[config.mk]
export PLATFORM = sky130hd
export DESIGN_NAME = calib_accumulator
export DESIGN_NICKNAME = d
export VERILOG_FILES = /design/src/rtl/calib_pkg.sv /design/src/rtl/bin2bcd_seq.sv /design/src/rtl/calib_accumulator.sv
export SDC_FILE = /design/constraint.sdc
export NUM_CORES = 1
export LEC_CHECK = 0
export BUFFER_PORTS_ARGS = -buffer_cell sky130_fd_sc_hd__buf_2
export CORE_MARGIN = 8
export CORE_UTILIZATION = 40
export CTS_BUF_LIST = sky130_fd_sc_hd__clkbuf_4
export DETAILED_ROUTE_END_ITERATION = 6
export PLACE_DENSITY = 0.7
export RECOVER_POWER = 100
export SLEW_MARGIN = 15
export SYNTH_ARGS = -nofsm -noshare
export SYNTH_HDL_FRONTEND = slang
export SYNTH_SLANG_ARGS = --single-unit
[constraint.sdc]
create_clock -name clk -period 5.4 [get_ports clk]
set_input_delay 1.08 -clock clk [delete_from_list [all_inputs] [get_ports clk]]
set_output_delay 1.08 -clock clk [all_outputs]
set_load 0.02 [all_outputs]
[src/rtl/calib_pkg.sv]
// Shared constants for the calibration accumulator: FSM state codes, ASCII digit bounds
// and BCD sizing. S_BCD exists only when CALIB_ACC_BCD_OUT_EN is defined.
package calib_pkg;

  localparam logic [7:0] ASCII_ZERO = 8'h30;
  localparam logic [7:0] ASCII_NINE = 8'h39;

  localparam int unsigned STATE_W = 3;
  typedef logic [STATE_W-1:0] state_t;

  localparam state_t S_ACCEPT = 3'd0;
  localparam state_t S_CONV   = 3'd1;
  localparam state_t S_ADD    = 3'd2;
  localparam state_t S_DONE   = 3'd3;
`ifdef CALIB_ACC_BCD_OUT_EN
  localparam state_t S_BCD    = 3'd4;
`endif

  // ceil(sum_w * log10(2)); the product is never an integer for sum_w > 0
  function automatic int unsigned bcd_digits(input int unsigned sum_w);
    return (sum_w * 30103 + 99999) / 100000;
  endfunction

endpackage

[src/rtl/bin2bcd_seq.sv]
// Sequential double-dabble binary-to-BCD converter, one bit per cycle.
// Only built when CALIB_ACC_BCD_OUT_EN is defined.
`ifdef CALIB_ACC_BCD_OUT_EN
module bin2bcd_seq
  import calib_pkg::*;
#(
  parameter int unsigned SUM_W = 32
) (
  input  logic                              clk,
  input  logic                              rst,
  input  logic                              start,
  input  logic [SUM_W-1:0]                  bin,
  output logic                              busy,
  output logic                              done,
  output logic [4*bcd_digits(SUM_W)-1:0]    bcd
);

  localparam int unsigned DIGITS = bcd_digits(SUM_W);
  localparam int unsigned BCD_W  = 4 * DIGITS;
  localparam int unsigned IDX_W  = $clog2(SUM_W) + 1;

  logic [SUM_W-1:0] bin_q;
  logic [BCD_W-1:0] adj_c;
  logic [IDX_W-1:0] cnt;

  // add-3 correction on every digit that would reach 10 or more after the shift
  always_comb begin
    adj_c = bcd;
    for (int i = 0; i < int'(DIGITS); i++) begin
      if (adj_c[4*i +: 4] >= 4'd5) adj_c[4*i +: 4] = adj_c[4*i +: 4] + 4'd3;
    end
  end

  always_ff @(posedge clk or negedge rst) begin
    if (!rst) begin
      bin_q <= '0;
      bcd   <= '0;
      cnt   <= '0;
      busy  <= 1'b0;
      done  <= 1'b0;
    end else begin
      done <= 1'b0;
      if (start && !busy) begin
        bin_q <= bin;
        bcd   <= '0;
        cnt   <= '0;
        busy  <= 1'b1;
      end else if (busy) begin
        bcd   <= {adj_c[BCD_W-2:0], bin_q[SUM_W-1]};
        bin_q <= bin_q << 1;
        cnt   <= cnt + IDX_W'(1);
        if (cnt == IDX_W'(SUM_W - 1)) begin
          busy <= 1'b0;
          done <= 1'b1;
        end
      end
    end
  end

endmodule
`endif

[src/rtl/calib_accumulator.sv]
// Accumulates ASCII two-digit calibration values into a binary running sum.
// CALIB_ACC_BCD_OUT_EN adds a BCD copy of the final sum (bcd_out) via bin2bcd_seq.
module calib_accumulator
  import calib_pkg::*;
#(
  parameter int unsigned SUM_W = 32,
  parameter int unsigned CNT_W = 16
) (
  input  logic                           clk,
  input  logic                           rst,
  input  logic                           in_valid,
  output logic                           in_ready,
  input  logic [15:0]                    in_pair,
  input  logic                           in_last,
  output logic [SUM_W-1:0]               sum_out,
  output logic [CNT_W-1:0]               line_count,
  output logic [CNT_W-1:0]               err_count,
  output logic                           ovf,
`ifdef CALIB_ACC_BCD_OUT_EN
  output logic [4*bcd_digits(SUM_W)-1:0] bcd_out,
`endif
  output logic                           done
);

  localparam int unsigned SUM_EW = SUM_W + 1;

  state_t           state;
  state_t           state_next;
  logic [15:0]      pair_q;
  logic             last_q;
  logic [6:0]       value_q;
  logic             valid_q;

  logic             accept_c;
  logic [3:0]       tens_dig_c;
  logic [3:0]       ones_dig_c;
  logic             digits_ok_c;
  logic [6:0]       value_c;
  logic [SUM_W:0]   sum_ext_c;

`ifdef CALIB_ACC_BCD_OUT_EN
  logic             bcd_start;
  logic             bcd_busy;
  logic             bcd_done;

  bin2bcd_seq #(.SUM_W(SUM_W)) u_bin2bcd (
    .clk   (clk),
    .rst   (rst),
    .start (bcd_start),
    .bin   (sum_out),
    .busy  (bcd_busy),
    .done  (bcd_done),
    .bcd   (bcd_out)
  );
`endif

  assign accept_c    = in_valid && (state == S_ACCEPT);
  assign tens_dig_c  = 4'(pair_q[15:8] - ASCII_ZERO);
  assign ones_dig_c  = 4'(pair_q[7:0] - ASCII_ZERO);
  assign digits_ok_c = (pair_q[15:8] >= ASCII_ZERO) && (pair_q[15:8] <= ASCII_NINE) &&
                       (pair_q[7:0]  >= ASCII_ZERO) && (pair_q[7:0]  <= ASCII_NINE);
  assign value_c     = 7'(tens_dig_c) * 7'd10 + 7'(ones_dig_c);
  assign sum_ext_c   = {1'b0, sum_out} + SUM_EW'(value_q);

  always_ff @(posedge clk or negedge rst) begin
    if (!rst) state <= S_ACCEPT;
    else      state <= state_next;
  end

  always_comb begin
    state_next = state;
    case (state)
      S_ACCEPT: if (accept_c) state_next = S_CONV;
      S_CONV:   state_next = S_ADD;
`ifdef CALIB_ACC_BCD_OUT_EN
      S_ADD:    state_next = last_q ? S_BCD : S_ACCEPT;
      S_BCD:    if (bcd_done) state_next = S_DONE;
`else
      S_ADD:    state_next = last_q ? S_DONE : S_ACCEPT;
`endif
      S_DONE:   state_next = S_DONE;
      default:  state_next = S_ACCEPT;
    endcase
  end

  // datapath and registered status outputs
  always_ff @(posedge clk or negedge rst) begin
    if (!rst) begin
      in_ready   <= 1'b1;
      done       <= 1'b0;
      pair_q     <= '0;
      last_q     <= 1'b0;
      value_q    <= '0;
      valid_q    <= 1'b0;
      sum_out    <= '0;
      line_count <= '0;
      err_count  <= '0;
      ovf        <= 1'b0;
    end else begin
      in_ready <= (state_next == S_ACCEPT);
      done     <= (state_next == S_DONE);
      if (accept_c) begin
        pair_q <= in_pair;
        last_q <= in_last;
      end
      if (state == S_CONV) begin
        value_q <= value_c;
        valid_q <= digits_ok_c;
      end
      if (state == S_ADD) begin
        if (line_count != '1) line_count <= line_count + CNT_W'(1);
        if (valid_q) begin
          sum_out <= sum_ext_c[SUM_W-1:0];
          if (sum_ext_c[SUM_W]) ovf <= 1'b1;
        end else if (err_count != '1) begin
          err_count <= err_count + CNT_W'(1);
        end
      end
    end
  end

`ifdef CALIB_ACC_BCD_OUT_EN
  // start one cycle after the final add so the converter latches the settled sum
  always_ff @(posedge clk or negedge rst) begin
    if (!rst) bcd_start <= 1'b0;
    else      bcd_start <= (state == S_ADD) && last_q && !bcd_busy;
  end
`endif

endmodule

==> metrics.txt <==
Hold Path Class reg -> reg; number of global-route vias before repair 3350; max incr delay on CP 1600 ps; DIE AREA 15100 um2; hold slack final 487 ps; PortBufs 86; Post-synth EDFFs 0; Tmin final 2990 ps; Cells on Worst Hold Path 2; initial antenna violation count 0; Leak Pwr 2.32 nW; Req. time, crit path 5910 ps; Die Y 123 um; Achievable Freq 0.334 GHz; fin nets 539; Initial Utilization 0.404; cells along the critical path clkbuf_1 > buf_4; CP Buf/Inv Count 2; Setup TNS 0 ps; post-CTS sizing 0; Final Wtd Congestion 0.793; grt met2 use 0.211; TritonCTS buffer count 9; pins over their slew limit 42; Critical Path Sink Type async pin; Hold Crit Start ovf; routed len/inst 15.0 um; Final setup viols 0; M1 GR Usage 0.175; layout cell share with drive strength beyond 1 0.111; Antenna Nets Post-Route 0; failing checks capacitance limit, slew limit; Final Cell Area 5150 um2; # fillers 1099; CP startpoint kind input port; Detailed Routing Iterations Pass 1 4; DR vias/cell 5.09; Cells after Synth 411; drt initial violations 182; routed vias 3302; crit path DAT 3500 ps; Post-CTS Setup Inserts 0; Hold Buf Count CTS 0; Core Area 11300 um2; CTS H-tree lvls 3; number of cells on the worst reg-to-reg path 5; n_diodes 0; final wirelength 9710 um; syn_area_per_cell 11.1 um2; Finished Core Util 0.457; Clock Tree Buf Depth 2; asr flop ratio synth 1.00; row count 39; Setup WS post-layout 2410 ps; max-capacitance violation count 1; outcome finished with violations; Max FO, Critical Path 55; IO Count 87; area added between synthesis and finish 13.1%; FF+latch count, synth 95; CTS root buffer clkbuf_4; Cell Pwr Density 308 nW/um2; largest net degree at the start of global routing 56; Die Wd 123 um; post-synthesis sequential area ratio 0.522; Worst Hold Path EP ovf; GRT busiest layer met2; Mapped Area 4560 um2; reg2reg setup slack 2520 ps; CP top delay family buffers and inverters; critical path class in -> async; yosys warns 0; Netlist cell types 47; first-pass GRT wire length 16400 um; Worst-path clk slew 150 ps; CTS tree yes; Placement Setup Slack 2940 ps; Worst VDD drop 208 uV; dpl cell area 5150 um2; crit path max-delay cell type clkbuf_1; dpl hpwl 7380 um; Slew headroom -0.525; grt met3 use 0.0442; final hold vios 0; RSZ-0062 raised after global routing false; reg-to-reg critical path startpoint state[2]; Slew @ Worst Pin 2290 ps; worst r2r dst sum_out[30]; CTS sink cnt 95; remaining routing DRC violations 0; aggregate global routing overflow 0; Tot GR Track Use 0.135; Clk Latency, worst-skew pair 440 ps; dominant synthesized flop cell dfrtp_1; Post-Syn Nets 449; Layout Skew 21.6 ps; fin crit share 0.554
power by group:
group          internal, mW  total (mW)  leakage, nW  switching, mW
Clock                 0.137       0.368       0.0691          0.230
Sequential            0.798       0.878         1.26         0.0794
Combinational         0.154       0.344        0.994          0.190
Total                  1.09        1.59         2.32          0.500
synth_stat cells, types with 2 or more instances:
cell type | n | area share
xnor2_1 | 36 | 0.069
nor4b_1 | 2 | 0.0038
clkbuf_1 | 7 | 0.0058
nand2_1 | 43 | 0.035
dfrtp_1 | 94 | 0.52
o21ai_0 | 19 | 0.021
mux2_2 | 20 | 0.049
nor3b_1 | 2 | 0.0033
o211ai_1 | 2 | 0.0033
nand2b_1 | 2 | 0.0027
nand3_1 | 21 | 0.023
nor2_1 | 26 | 0.021
xor2_1 | 24 | 0.046
a21o_1 | 3 | 0.0049
nor2b_1 | 3 | 0.0041
nor3_1 | 8 | 0.0088
inv_1 | 11 | 0.0091
and3_1 | 12 | 0.016
and2_1 | 2 | 0.0027
and4_1 | 3 | 0.0058
nor3_2 | 2 | 0.0044
fa_1 | 3 | 0.013
ha_1 | 15 | 0.041
o21a_1 | 2 | 0.0033
a21oi_1 | 9 | 0.0099
nand4_1 | 17 | 0.023
buf_2 | 2 | 0.0022
a211o_1 | 2 | 0.0038
sequential cells by signal, summed over array words and instances (netlist names):
| register | cells |
|---|---|
| last_q | 1 |
| line_count | 16 |
| value_q | 7 |
| err_count | 16 |
| valid_q | 1 |
| sum_out | 32 |
| ovf | 1 |
| in_ready | 1 |
| done | 1 |
| pair_q | 16 |
| state | 3 |
worst reg2reg max path, stage by stage (launching register included):
cell and delay (ps):
dfrtp_1 470, nand4bb_1 610, nor3_1 560, or4b_1 670, nor3_1 320, xor2_1 180
how the worst max path moves through the flow:
stage,start,to,slack [ps],depth (start not counted)
after detailed placement,in_valid,pair_q[12],2940,4
after global routing,rst,line_count[6],1910,2
after global placement,in_valid,pair_q[0],3000,4
after floorplan,sum_out[0],sum_out[28],3190,8
after CTS,state[2],sum_out[30],3020,5
final,rst,last_q,2410,2
stage by stage:
stage / total power [mW] / std cells
final: 1.59 / 649
after global placement: 1.23 / 633
after global routing: 1.70 / 649
after CTS: 1.63 / 649
after floorplan: 1.14 / 411
after detailed placement: 1.25 / 633
routing by layer:
metal / part of all wire / wire, um / vias to the layer above
met3: 0.075 / 730 / 11
met4: 0.012 / 121 / 0
li1: - / - / 1611
met2: 0.45 / 4360 / 83
met1: 0.46 / 4500 / 1597
met5: 0 / 0 / -
cell usage in the layout (no fill, tap or decap), drive strengths merged, types with 2 or more instances in the layout:
| cell | netlist | final |
|---|---|---|
| and2 | 2 | 2 |
| nand2b | 2 | 2 |
| nand4 | 17 | 17 |
| o21a | 2 | 2 |
| a21oi | 9 | 9 |
| o21ai | 19 | 19 |
| xnor2 | 36 | 36 |
| nand2 | 43 | 43 |
| inv | 11 | 11 |
| clkinvlp | 0 | 2 |
| ha | 15 | 15 |
| nor2b | 3 | 3 |
| nor3 | 11 | 11 |
| fa | 3 | 3 |
| nor2 | 26 | 26 |
| clkinv | 0 | 4 |
| xor2 | 24 | 24 |
| and4 | 3 | 3 |
| buf | 2 | 19 |
| o211ai | 2 | 2 |
| nand3 | 21 | 21 |
| a21o | 3 | 3 |
| a211o | 2 | 2 |
| nor3b | 2 | 2 |
| clkbuf | 7 | 78 |
| and3 | 12 | 12 |
| nor4b | 2 | 2 |
| mux2 | 21 | 21 |
| dfrtp | 94 | 94 |
final cells by class:
class,instances,area [um2],share of cell area
multi-input combinational,296,2070,0.401
inverter,11,41.3,0.00801
sequential,95,2380,0.461
tap,143,179,0.0347
timing repair buffer,88,357,0.0692
clock buffer,9,67.6,0.0131
clock inverter,7,63.8,0.0124
cells by family (layout without fill, tap and decap cells):
| logic type | Yosys count | in the layout | share of synthesized area |
|---|---|---|---|
| compound gates | 46 | 46 | 0.0651 |
| xor+xnor | 60 | 60 | 0.115 |
| fa+ha+maj | 18 | 18 | 0.0544 |
| buf+inv | 20 | 115 | 0.0170 |
| flops | 95 | 95 | 0.522 |
| mux | 21 | 21 | 0.0519 |
| other cells | 1 | 1 | 0.000823 |
| simple gates | 150 | 150 | 0.174 |
(Power assumes the default switching activity.)
